--- src/rtl/mult_pkg.sv ---
// Shared types and default widths for the shift-add signed multiply sequencer.
package mult_pkg;

    localparam int MULT_W = 8;
    localparam int PROD_W = 2*MULT_W-1;

    typedef enum logic [1:0] {
        ST_IDLE = 2'd0,
        ST_LOAD = 2'd1,
        ST_RUN  = 2'd2,
        ST_DONE = 2'd3
    } state_t;

endpackage

--- src/rtl/rise_detect.sv ---
// One-cycle rising-edge detector whose first post-reset cycle only primes the
// history register, so an input already high at reset release never fires.
module rise_detect (
    input  logic i_clk,
    input  logic i_rst,
    input  logic i_level,
    output logic o_go
);

    logic r_start_q;
    logic r_armed;

    always_ff @(posedge i_clk or posedge i_rst) begin
        if (i_rst) begin
            r_start_q <= 1'b0;
            r_armed   <= 1'b0;
        end else begin
            r_start_q <= i_level;
            r_armed   <= 1'b1;
        end
    end

    assign o_go = r_armed & i_level & ~r_start_q;

endmodule

--- src/rtl/mult_sequencer.sv ---
// Sequences a W-iteration shift-add multiply of two signed operands, producing
// an unsigned magnitude product plus a separate sign bit.
module mult_sequencer
    import mult_pkg::*;
#(
    parameter int W = MULT_W
) (
    input  logic                  sys_clk,
    input  logic                  rst,
    input  logic                  signal_in,
    input  logic signed [W-1:0]   multiplicand,
    input  logic signed [W-1:0]   multiplier,
    output logic                  load,
    output logic                  busy,
    output logic                  done,
    output logic                  led,
    output logic        [2*W-2:0] product,
    output logic                  sign
);

    localparam int P_W   = 2*W-1;
    localparam int CNT_W = $clog2(W);
    localparam logic [CNT_W-1:0] CNT_LAST = CNT_W'(W-1);

    // Negation of the most-negative value wraps to 2^(W-1), which is the
    // correct magnitude once the result is read as unsigned.
    function automatic logic [W-1:0] magnitude(input logic signed [W-1:0] x);
        logic [W-1:0] neg;
        neg = W'(-x);
        return x[W-1] ? neg : W'(x);
    endfunction

    state_t             r_state;
    logic [P_W-1:0]     r_mcand;
    logic [W-1:0]       r_mplier;
    logic [P_W-1:0]     r_acc;
    logic [CNT_W-1:0]   r_cnt;
    logic               r_sign;
    logic               r_led;
    logic [P_W-1:0]     r_product;
    logic               r_sign_out;

    logic               w_go;
    logic [P_W-1:0]     w_acc_next;

    rise_detect u_rise_detect (
        .i_clk   (sys_clk),
        .i_rst   (rst),
        .i_level (signal_in),
        .o_go    (w_go)
    );

    assign w_acc_next = r_acc + (r_mplier[0] ? r_mcand : '0);

    always_ff @(posedge sys_clk or posedge rst) begin
        if (rst) begin
            r_state    <= ST_IDLE;
            r_mcand    <= '0;
            r_mplier   <= '0;
            r_acc      <= '0;
            r_cnt      <= '0;
            r_sign     <= 1'b0;
            r_led      <= 1'b0;
            r_product  <= '0;
            r_sign_out <= 1'b0;
        end else begin
            case (r_state)
                ST_IDLE: begin
                    if (w_go) r_state <= ST_LOAD;
                end
                ST_LOAD: begin
                    r_mcand  <= {{(W-1){1'b0}}, magnitude(multiplicand)};
                    r_mplier <= magnitude(multiplier);
                    r_acc    <= '0;
                    r_cnt    <= '0;
                    r_sign   <= multiplicand[W-1] ^ multiplier[W-1];
                    r_led    <= 1'b0;
                    r_state  <= ST_RUN;
                end
                ST_RUN: begin
                    r_acc    <= w_acc_next;
                    r_mcand  <= r_mcand << 1;
                    r_mplier <= r_mplier >> 1;
                    r_cnt    <= r_cnt + CNT_W'(1);
                    if (r_cnt == CNT_LAST) begin
                        r_product  <= w_acc_next;
                        // A zero product is always reported positive.
                        r_sign_out <= (w_acc_next == '0) ? 1'b0 : r_sign;
                        r_state    <= ST_DONE;
                    end
                end
                ST_DONE: begin
                    r_led   <= 1'b1;
                    r_state <= ST_IDLE;
                end
                default: r_state <= ST_IDLE;
            endcase
        end
    end

    assign load    = (r_state == ST_LOAD);
    assign busy    = (r_state == ST_LOAD) || (r_state == ST_RUN);
    assign done    = (r_state == ST_DONE);
    assign led     = r_led;
    assign product = r_product;
    assign sign    = r_sign_out;

endmodule

--- config.mk ---
export PLATFORM = sky130hd
export DESIGN_NAME = mult_sequencer
export DESIGN_NICKNAME = d
export VERILOG_FILES = /design/src/rtl/mult_pkg.sv /design/src/rtl/rise_detect.sv /design/src/rtl/mult_sequencer.sv
export SDC_FILE = /design/constraint.sdc
export NUM_CORES = 1
export LEC_CHECK = 0
export BUFFER_PORTS_ARGS = -buffer_cell sky130_fd_sc_hd__buf_2
export CAP_MARGIN = 40
export CORE_MARGIN = 5
export CORE_UTILIZATION = 63
export DETAILED_ROUTE_END_ITERATION = 10
export GPL_ROUTABILITY_DRIVEN = 0
export PLACE_DENSITY = 0.85
export SLEW_MARGIN = 0
export SYNTH_ARGS = -nofsm -noshare
export SYNTH_HDL_FRONTEND = slang
export SYNTH_HIERARCHICAL = 1
export SYNTH_SLANG_ARGS = --single-unit
--- constraint.sdc ---
create_clock -name sys_clk -period 4.21 [get_ports sys_clk]
set_input_delay 0 -clock sys_clk [delete_from_list [all_inputs] [get_ports sys_clk]]
set_output_delay 0 -clock sys_clk [all_outputs]
set_load 0.01 [all_outputs]
==> out/metrics.yaml, run 1 <==
synth_enable_flop_cells: 0
synth_cell_types: 49
rows: 27
diodes: 0
synthesis.area_sq_um: 3590
clk_latency_ns: 0.35
hold_viol: 0
grt-ovfl-total: 0
grt_usage_pct: 22.5
dpl.hpwl_mm: 5.40
antenna_found_initial: 0
crit_type: "reg2reg"
final_nets: 462
crit_slowest_cell: "dfrtp_1"
max_clock_freq_mhz: 335
syn_inst: 380
drc: 0
startpoint_type: "flop"
cellPowerDensity_nw_per_um2: 657
slowest_delay_ns: 0.52
period_share_pct: 70.9
chipHeight_microns: 85.5
mostFrequentLayoutCell: "dfrtp_1"
cp-end-kind: "flop"
grt_max_degree: 62
crit_arrival_ns: 3.19
antenna_left: 0
cts_max_path_buffers: 2
p_leak_nw: 2.00
layout_common_cells: "dfrtp_1, o21ai_0, nand2_1"
clock_sinks: 63
cts-buffers-inserted: 9
ys_seq_area_share_pct: 43.9
fin_setup_tns_ns: 0
hold_path.class: "in2reg"
cts_root_buf: "clkbuf_8"
crit_path_max_fanout: 16
avgSynthCellArea_sq_um: 9.44
fin_skew_ns: 0.00837
synth-seq-cells: 63
vias_per_cell: 5.58
start_util_pct: 65.2
synthTopCellsByArea: "dfrtp_1, ha_1, o21ai_0, mux2_2, inv_1"
grt_pass1_wl_mm: 13.0
cts_tree: "yes"
synth_fp_nets: 422
period_needed_ns: 2.98
yosysTopAreaCell: "dfrtp_1"
ys.flop_type: "dfrtp_1"
peakVddDrop_v: 0.000440
io_pins: 39
vias: 2775
drt_first_pass_iters: 4
yosysWarnings: 6
crit_path_cell_trace: "and2_1, ha_1, inv_1, fa_1, nor2b_1, o2111ai_1, nand3_1, o311a_4, a311oi_2, xnor2_1, nor4bb_1, a31oi_1"
synth_top_area_share_pct: 43.9
core_sq_um: 5510
drive_gt1_share_pct: 19.3
setup_viol: 0
die_area_sq_um: 7310
area_growth_pct: 13.9
rsz0062_at_grt: "false"
io_buffer_count: 38
drt_iter0_drc: 213
cts_setup_buffers: 0
final_cells: 497
tightestPinTransition_ns: 0.748
status: "completed"
grt_pass1_vias: 2783
cap_violations: 0
async_flop_share_pct: 100
wl_per_cell_microns: 14.9
required_ns: 4.42
wirelength_mm: 7.42
slew_headroom_pct: 50.1
drv_slew: 0
h-tree-depth: 3
clk_pin_slew_ns: 0.07
dieWidth_microns: 85.5
dp_cells: 477
## state kept, by name (all words and copies together) (netlist names)
register	cells
r_mcand	15
led	1
r_state	2
r_mplier	8
product	15
sign	1
u_rise_detect/r_start_q	1
u_rise_detect/r_armed	1
r_cnt	3
r_sign	1
r_acc	15
## worst max-delay path, delay by kind of cell, from the launching register on
family / cells / cell delay [ns]
AND/OR/NAND/NOR: 4 / 0.76
AO/OA/AOI/OAI: 4 / 0.62
XOR/XNOR: 1 / 0.26
adder cells (fa/ha/maj): 2 / 0.61
buffers and inverters: 1 / 0.07
flip-flops: 1 / 0.52
## synthesized netlist by cell type, drive strengths merged, types with 4 or more instances
cell type and instances:
a21o 7, a21oi 11, and2 13, and3 4, clkbuf 15, dfrtp 63, ha 22, inv 40
mux2 14, mux2i 5, nand2 40, nand3 11, nor2 8, nor2b 4, o21ai 45, o22ai 13
o31ai 5, xnor2 11, xor2 13
## metrics by stage
step                cell area (sq um)  utilization (%)  power, mW  setup WS (ns)  hold slack, ns
floorplan                        3590                -       1.80           1.49          -0.259
global placement                 3830             69.6       2.01           1.41          -0.134
detailed placement               3860             70.1       2.15           1.27          -0.131
CTS                              4090             74.3       2.67           1.22          0.0118
global route                     4090             74.3       2.87          0.950          0.0553
finish                           4090             74.3       2.69           1.23          0.0127
## what timing repair did
item                      in CTS  in global routing
hold endpoints to repair      66                  0
hold buffers                   4                  0
resized for setup              0                  0
## power breakdown
| group | internal, mW | total, mW | switching (mW) |
|---|---|---|---|
| Clock | 0.287 | 0.513 | 0.226 |
| Combinational | 0.553 | 1.28 | 0.729 |
| Sequential | 0.768 | 0.890 | 0.122 |
## routing by layer
metal  GRT usage, %  up-vias  wire length [microns]
met1           29.8     1315                   3410
met2           35.5       71                   3480
met5              0        -                      0
met4           8.92        0                    155
li1               -     1372                      -
met3           5.63       17                    370
## path summary, 6_finish.rpt
| check | from | to | slack [ns] | depth (start not counted) |
|---|---|---|---|---|
| max | r_mplier[0]$_DFFE_PP0P_ | sign$_DFFE_PP0P_ | 1.23 | 12 |
| min | multiplier[3] | r_mplier[7]$_DFFE_PP0P_ | 0.01 | 4 |
| max reg2reg | r_mplier[0]$_DFFE_PP0P_ | sign$_DFFE_PP0P_ | 1.23 | 12 |
| max in group asynchronous | rst | r_mcand[6]$_DFFE_PP0P_ | 3.29 | 4 |
| min in group asynchronous | rst | u_rise_detect/r_start_q$_DFF_PP0_ | 0.07 | 3 |
| min reg2reg | product[9]$_DFFE_PP0P_ | product[9]$_DFFE_PP0P_ | 0.47 | 2 |
## cell families after synthesis
kind of cell	synth area share, %
compound gates	15.9
xor+xnor	5.86
fa+ha+maj	8.23
buf+inv	6.07
flops	43.9
mux	5.79
other cells	0.105
simple gates	14.2
## cell type report
type | count | area, sq um
tap | 72 | 90.1
fill | 398 | 1420
sequential | 63 | 1580
clock inverter | 4 | 45.0
clock buffer | 12 | 145
multi-input combinational | 259 | 1790
timing repair buffer | 47 | 288
inverter | 40 | 150
Note: power is estimated with default switching activity, not from simulation.
==> run 2: changes to the inputs <==
CORE_UTILIZATION = 59   (was 63)
PLACE_DENSITY = 0.8   (was 0.85)
clock period = 2.9 ns   (was 4.21 ns; I/O delays follow)
==> out/metrics.yaml, run 2 (synthesis results as in run 1) <==
status: "completed"
cap_violations: 0
drive_gt1_share_pct: 22.1
diodes: 0
antenna_found_initial: 0
dpl.hpwl_mm: 5.16
drv_slew: 0
wl_per_cell_microns: 14.1
final_nets: 471
tightestPinTransition_ns: 0.598
clock_sinks: 63
h-tree-depth: 3
design_area_sq_um: 4210
period_share_pct: 96.0
cts-buffers-inserted: 9
grt-ovfl-total: 0
setup_viol: 0
grt_pass1_wl_mm: 12.1
required_ns: 3.11
mostFrequentLayoutCell: "dfrtp_1"
rows: 28
whs_ns: 0.0213
cp-end-kind: "flop"
clk_pin_slew_ns: 0.07
chipHeight_microns: 88.0
crit_path_max_fanout: 8
fin_skew_ns: 0.00723
cellPowerDensity_nw_per_um2: 952
fin_setup_tns_ns: 0
io_pins: 39
hold_path.class: "in2reg"
max_clock_freq_mhz: 359
drt_first_pass_iters: 4
peakVddDrop_v: 0.000589
place_ws_ns: 0.116
grt_usage_pct: 20.5
wirelength_mm: 7.16
cts_tree: "yes"
dp_cells: 485
rsz0062_at_grt: "false"
slew_headroom_pct: 60.1
startpoint_type: "flop"
period_needed_ns: 2.79
cts_root_buf: "clkbuf_8"
fillers: 444
hold_viol: 0
core_sq_um: 5920
dieWidth_microns: 88.0
seqCellArea_sq_um: 1580
grt_pass1_vias: 2613
grt_max_degree: 44
p_leak_nw: 2.03
multi_input_area_sq_um: 1820
io_buffer_count: 38
crit_type: "reg2reg"
crit_arrival_ns: 2.99
clk_latency_ns: 0.34
final_cells: 509
drc: 0
vias_per_cell: 5.38
cts_max_path_buffers: 2
die_area_sq_um: 7740
area_growth_pct: 17.2
start_util_pct: 60.6
vias: 2740
antenna_left: 0
layout_common_cells: "dfrtp_1, o21ai_0, nand2_1"
drt_iter0_drc: 183
finalWorstSetupSlack_ns: 0.115
dpl-instance-area_sq_um: 3880
[run 2: layer usage]
metal	up-vias	wire [microns]	GRT usage (%)
met3	12	318	4.99
li1	1391	-	-
met5	-	0	0
met4	0	137	9.07
met2	66	3200	30.8
met1	1271	3510	28.2
[run 2: repair_timing]
item                                   4_1_cts  5_1_grt
setup buffers                                0        3
setup endpoints to repair                    0        1
gates resized for setup                      0        7
endpoints found under the hold margin       30        0
hold buffers                                 5        0
[run 2: where the power goes]
part	switching [mW]	internal, mW
registers	0.161	1.12
clock network	0.327	0.530
logic	1.04	0.831
total	1.52	2.48
[run 2: final cells by class]
cell class | count | share of cell area [%]
Sequential cell | 63 | 37.5
Clock buffer | 13 | 3.78
Timing Repair Buffer | 56 | 7.97
Clock inverter | 3 | 1.55
Inverter | 40 | 3.57
Multi-Input combinational cell | 259 | 43.4
Tap cell | 75 | 2.23
[run 2: worst paths after layout]
kind                                          from                           endpoint  slack, ns  depth (start not counted)
setup / recovery           r_mplier[0]$_DFFE_PP0P_                   sign$_DFFE_PP0P_       0.11                         12
hold / removal                     multiplicand[6]             r_mcand[7]$_DFFE_PP0P_       0.02                          4
setup reg to reg           r_mplier[0]$_DFFE_PP0P_                   sign$_DFFE_PP0P_       0.11                         12
hold reg to reg             product[3]$_DFFE_PP0P_             product[3]$_DFFE_PP0P_       0.47                          2
max in group asynchronous                      rst             r_mcand[3]$_DFFE_PP0P_       1.93                          4
min in group asynchronous                      rst  u_rise_detect/r_start_q$_DFF_PP0_       0.10                          3
[run 2: worst max-delay path, stage by stage (launching register included)]
cell and delay, ns:
dfrtp_2 0.42, clkbuf_2 0.13, buf_4 0.15, and2_1 0.14, ha_2 0.19, or3_4 0.34, nor3_1 0.14, nand3_1 0.11
o311a_4 0.16, a311oi_2 0.29, xnor2_1 0.17, nor4bb_2 0.31, a31oi_1 0.11
[run 2: metrics by stage]
| step | utilization [%] | power (mW) |
|---|---|---|
| 2_1_floorplan | - | 2.62 |
| 5_1_grt | 71.0 | 4.29 |
| 4_1_cts | 70.2 | 3.94 |
| 6_report | 71.0 | 4.00 |
| 3_3_place_gp | 65.5 | 2.99 |
| 3_5_place_dp | 65.5 | 3.06 |
==> run 3: changes to the inputs <==
ABC_AREA = 1   (was not set)
==> out/metrics.yaml, run 3 <==
drt_first_pass_iters: 6
yosysWarnings: 6
diodes: 0
area_growth_pct: 15.8
crit_arrival_ns: 2.78
status: "completed"
mostFrequentLayoutCell: "nand2_1"
worstRegToRegCells: 17
r2r_slack_ns: 0.37
final_cells: 654
crit_path_max_fanout: 16
tightestPinTransition_ns: 0.642
cts_tree: "yes"
holdPathEnd: "r_mcand[2]$_DFFE_PP0P_"
rows: 29
synthTopCellsByCount: "nand2_1, inv_1, dfrtp_1"
cellPowerDensity_nw_per_um2: 913
p_comb_share_pct: 43.9
fillers: 529
avgSynthCellArea_sq_um: 7.31
pwr-share-seq_pct: 33.5
min_path_cells: 3
drc: 0
crit_slowest_cell: "dfrtp_2"
drv_slew: 0
max_clock_freq_mhz: 395
slowest_delay_ns: 0.51
hp-start: "multiplicand[2]"
start_util_pct: 60.6
syn_inst: 523
period_needed_ns: 2.53
clk_latency_ns: 0.35
synth_most_common_cell: "nand2_1"
cp-end-kind: "flop"
core_sq_um: 6310
power.total_mw: 4.04
crit_path_cell_trace: "nand2_1, inv_1, ha_1, inv_1, fa_1, inv_1, nand2_1, nand2_1, nand3_1, nand2_1, nand3b_1, nand3b_1, nand2_1, nor2_1, nand3_1, nand2_1, nand2_1"
cap_violations: 0
grt-ovfl-total: 0
drt_iter0_drc: 304
cts_root_buf: "clkbuf_8"
synth-seq-cells: 63
clock_sinks: 63
synth_cell_types: 33
period_share_pct: 87.3
peakVddDrop_v: 0.000941
synthTopCellsByArea: "dfrtp_1, nand2_1, inv_1, ha_1, nand3_1"
dieWidth_microns: 90.5
io_buffer_count: 38
crit_type: "reg2reg"
fin_setup_tns_ns: 0
clkPwrFrac_pct: 22.7
h-tree-depth: 3
wirelength_mm: 9.25
intPower_mw: 2.33
sw_frac_of_total_pct: 42.3
fin_skew_ns: 0.0109
synth_fp_nets: 565
wl_per_cell_microns: 14.1
synth_enable_flop_cells: 0
cts-buffers-inserted: 9
antenna_found_initial: 0
final_util_pct: 70.1
p_leak_nw: 2.45
r2r-end: "sign$_DFFE_PP0P_"
ys_seq_area_share_pct: 41.2
cts_max_path_buffers: 2
startpoint_type: "flop"
antenna_left: 0
die_area_sq_um: 8190
grt_usage_pct: 23.6
grt_pass1_wl_mm: 16.1
synth_top_area_share_pct: 41.2
slew_headroom_pct: 57.1
hold_viol: 0
seqCellArea_sq_um: 1580
chipHeight_microns: 90.5
required_ns: 3.15
switching_power_mw: 1.71
async_flop_share_pct: 100
final_nets: 614
yosysTopAreaCell: "dfrtp_1"
vias_per_cell: 5.55
clk_pin_slew_ns: 0.08
drive_gt1_share_pct: 12.1
cp-startpoint: "r_mplier[0]$_DFFE_PP0P_"
grt_max_degree: 33
cp_common_cell: "nand2_1"
dp_cells: 629
grt_pass1_vias: 3613
vias: 3629
setup_viol: 0
io_pins: 39
multi_input_area_sq_um: 1850
r2r_start: "r_mplier[0]$_DFFE_PP0P_"
rsz0062_at_grt: "false"
hold_path.class: "in2reg"
ys.flop_type: "dfrtp_1"
dpl.hpwl_mm: 6.66
layout_common_cells: "nand2_1, inv_1, dfrtp_1"
synthesis.area_sq_um: 3820
-- run 3: cell families (layout without fill, tap and decap cells) --
group / Yosys count / in the layout / synth area share [%]
AO/OA/AOI/OAI: 72 / 72 / 11.4
XOR/XNOR: 6 / 6 / 1.37
adder cells (fa/ha/maj): 23 / 23 / 7.72
buffers and inverters: 106 / 160 / 10.5
flip-flops: 63 / 63 / 41.2
other: 1 / 1 / 0.0981
AND/OR/NAND/NOR: 252 / 252 / 27.7
-- run 3: metal layers --
metal | GRT usage, % | share of wire [%] | vias to the layer above
li1 | - | - | 1772
met1 | 29.5 | 43 | 1684
met2 | 39.8 | 49 | 146
met3 | 5.08 | 6.1 | 27
met4 | 8.68 | 2.4 | 0
met5 | 0 | 0 | -
-- run 3: repair_timing --
action / 4_1_cts / 5_1_grt
setup endpoints to repair: 0 / 1
gates resized for setup: 0 / 1
setup buffers: 0 / 0
endpoints found under the hold margin: 38 / 0
hold buffers: 9 / 0
-- run 3: metrics by stage --
step                      area (sq um)  setup slack, ns  hold slack [ns]
after floorplan                   3820            0.426           -0.259
final                             4430            0.369          0.00396
after detailed placement          4100            0.309           -0.127
after global routing              4430            0.131           0.0211
after global placement            4100            0.468           -0.134
after CTS                         4430            0.279          0.00333
-- run 3: how the worst max path moves through the flow --
stage / slack, ns / cells after the start / endpoint
detailed placement: 0.31 / 17 / sign$_DFFE_PP0P_
floorplan: 0.43 / 19 / sign$_DFFE_PP0P_
CTS: 0.28 / 17 / sign$_DFFE_PP0P_
global route: 0.13 / 17 / sign$_DFFE_PP0P_
global placement: 0.47 / 17 / sign$_DFFE_PP0P_
finish: 0.37 / 17 / sign$_DFFE_PP0P_
-- run 3: critical path, delay by kind of cell (launching register included) --
| family | cells | cell delay, ns |
|---|---|---|
| and+or+nand+nor | 12 | 1.05 |
| adders and majority gates | 2 | 0.61 |
| DFF | 1 | 0.51 |
| buffers and inverters | 3 | 0.26 |
-- run 3: cell type report --
| type | instances | share of cell area [%] |
|---|---|---|
| multi-input combinational | 354 | 41.7 |
| sequential | 63 | 35.6 |
| inverter | 91 | 7.71 |
| timing repair buffer | 53 | 7.35 |
| clock buffer | 12 | 3.73 |
| tap | 77 | 2.18 |
| clock inverter | 4 | 1.72 |
-- run 3: power groups by stage --
stage / registers, mW / logic (mW) / clock network (mW)
floorplan: 1.35 / 1.26 / 0
global placement: 1.35 / 1.71 / 0
detailed placement: 1.36 / 1.75 / 0
CTS: 1.35 / 1.77 / 0.921
global route: 1.39 / 2.00 / 0.969
finish: 1.35 / 1.77 / 0.917
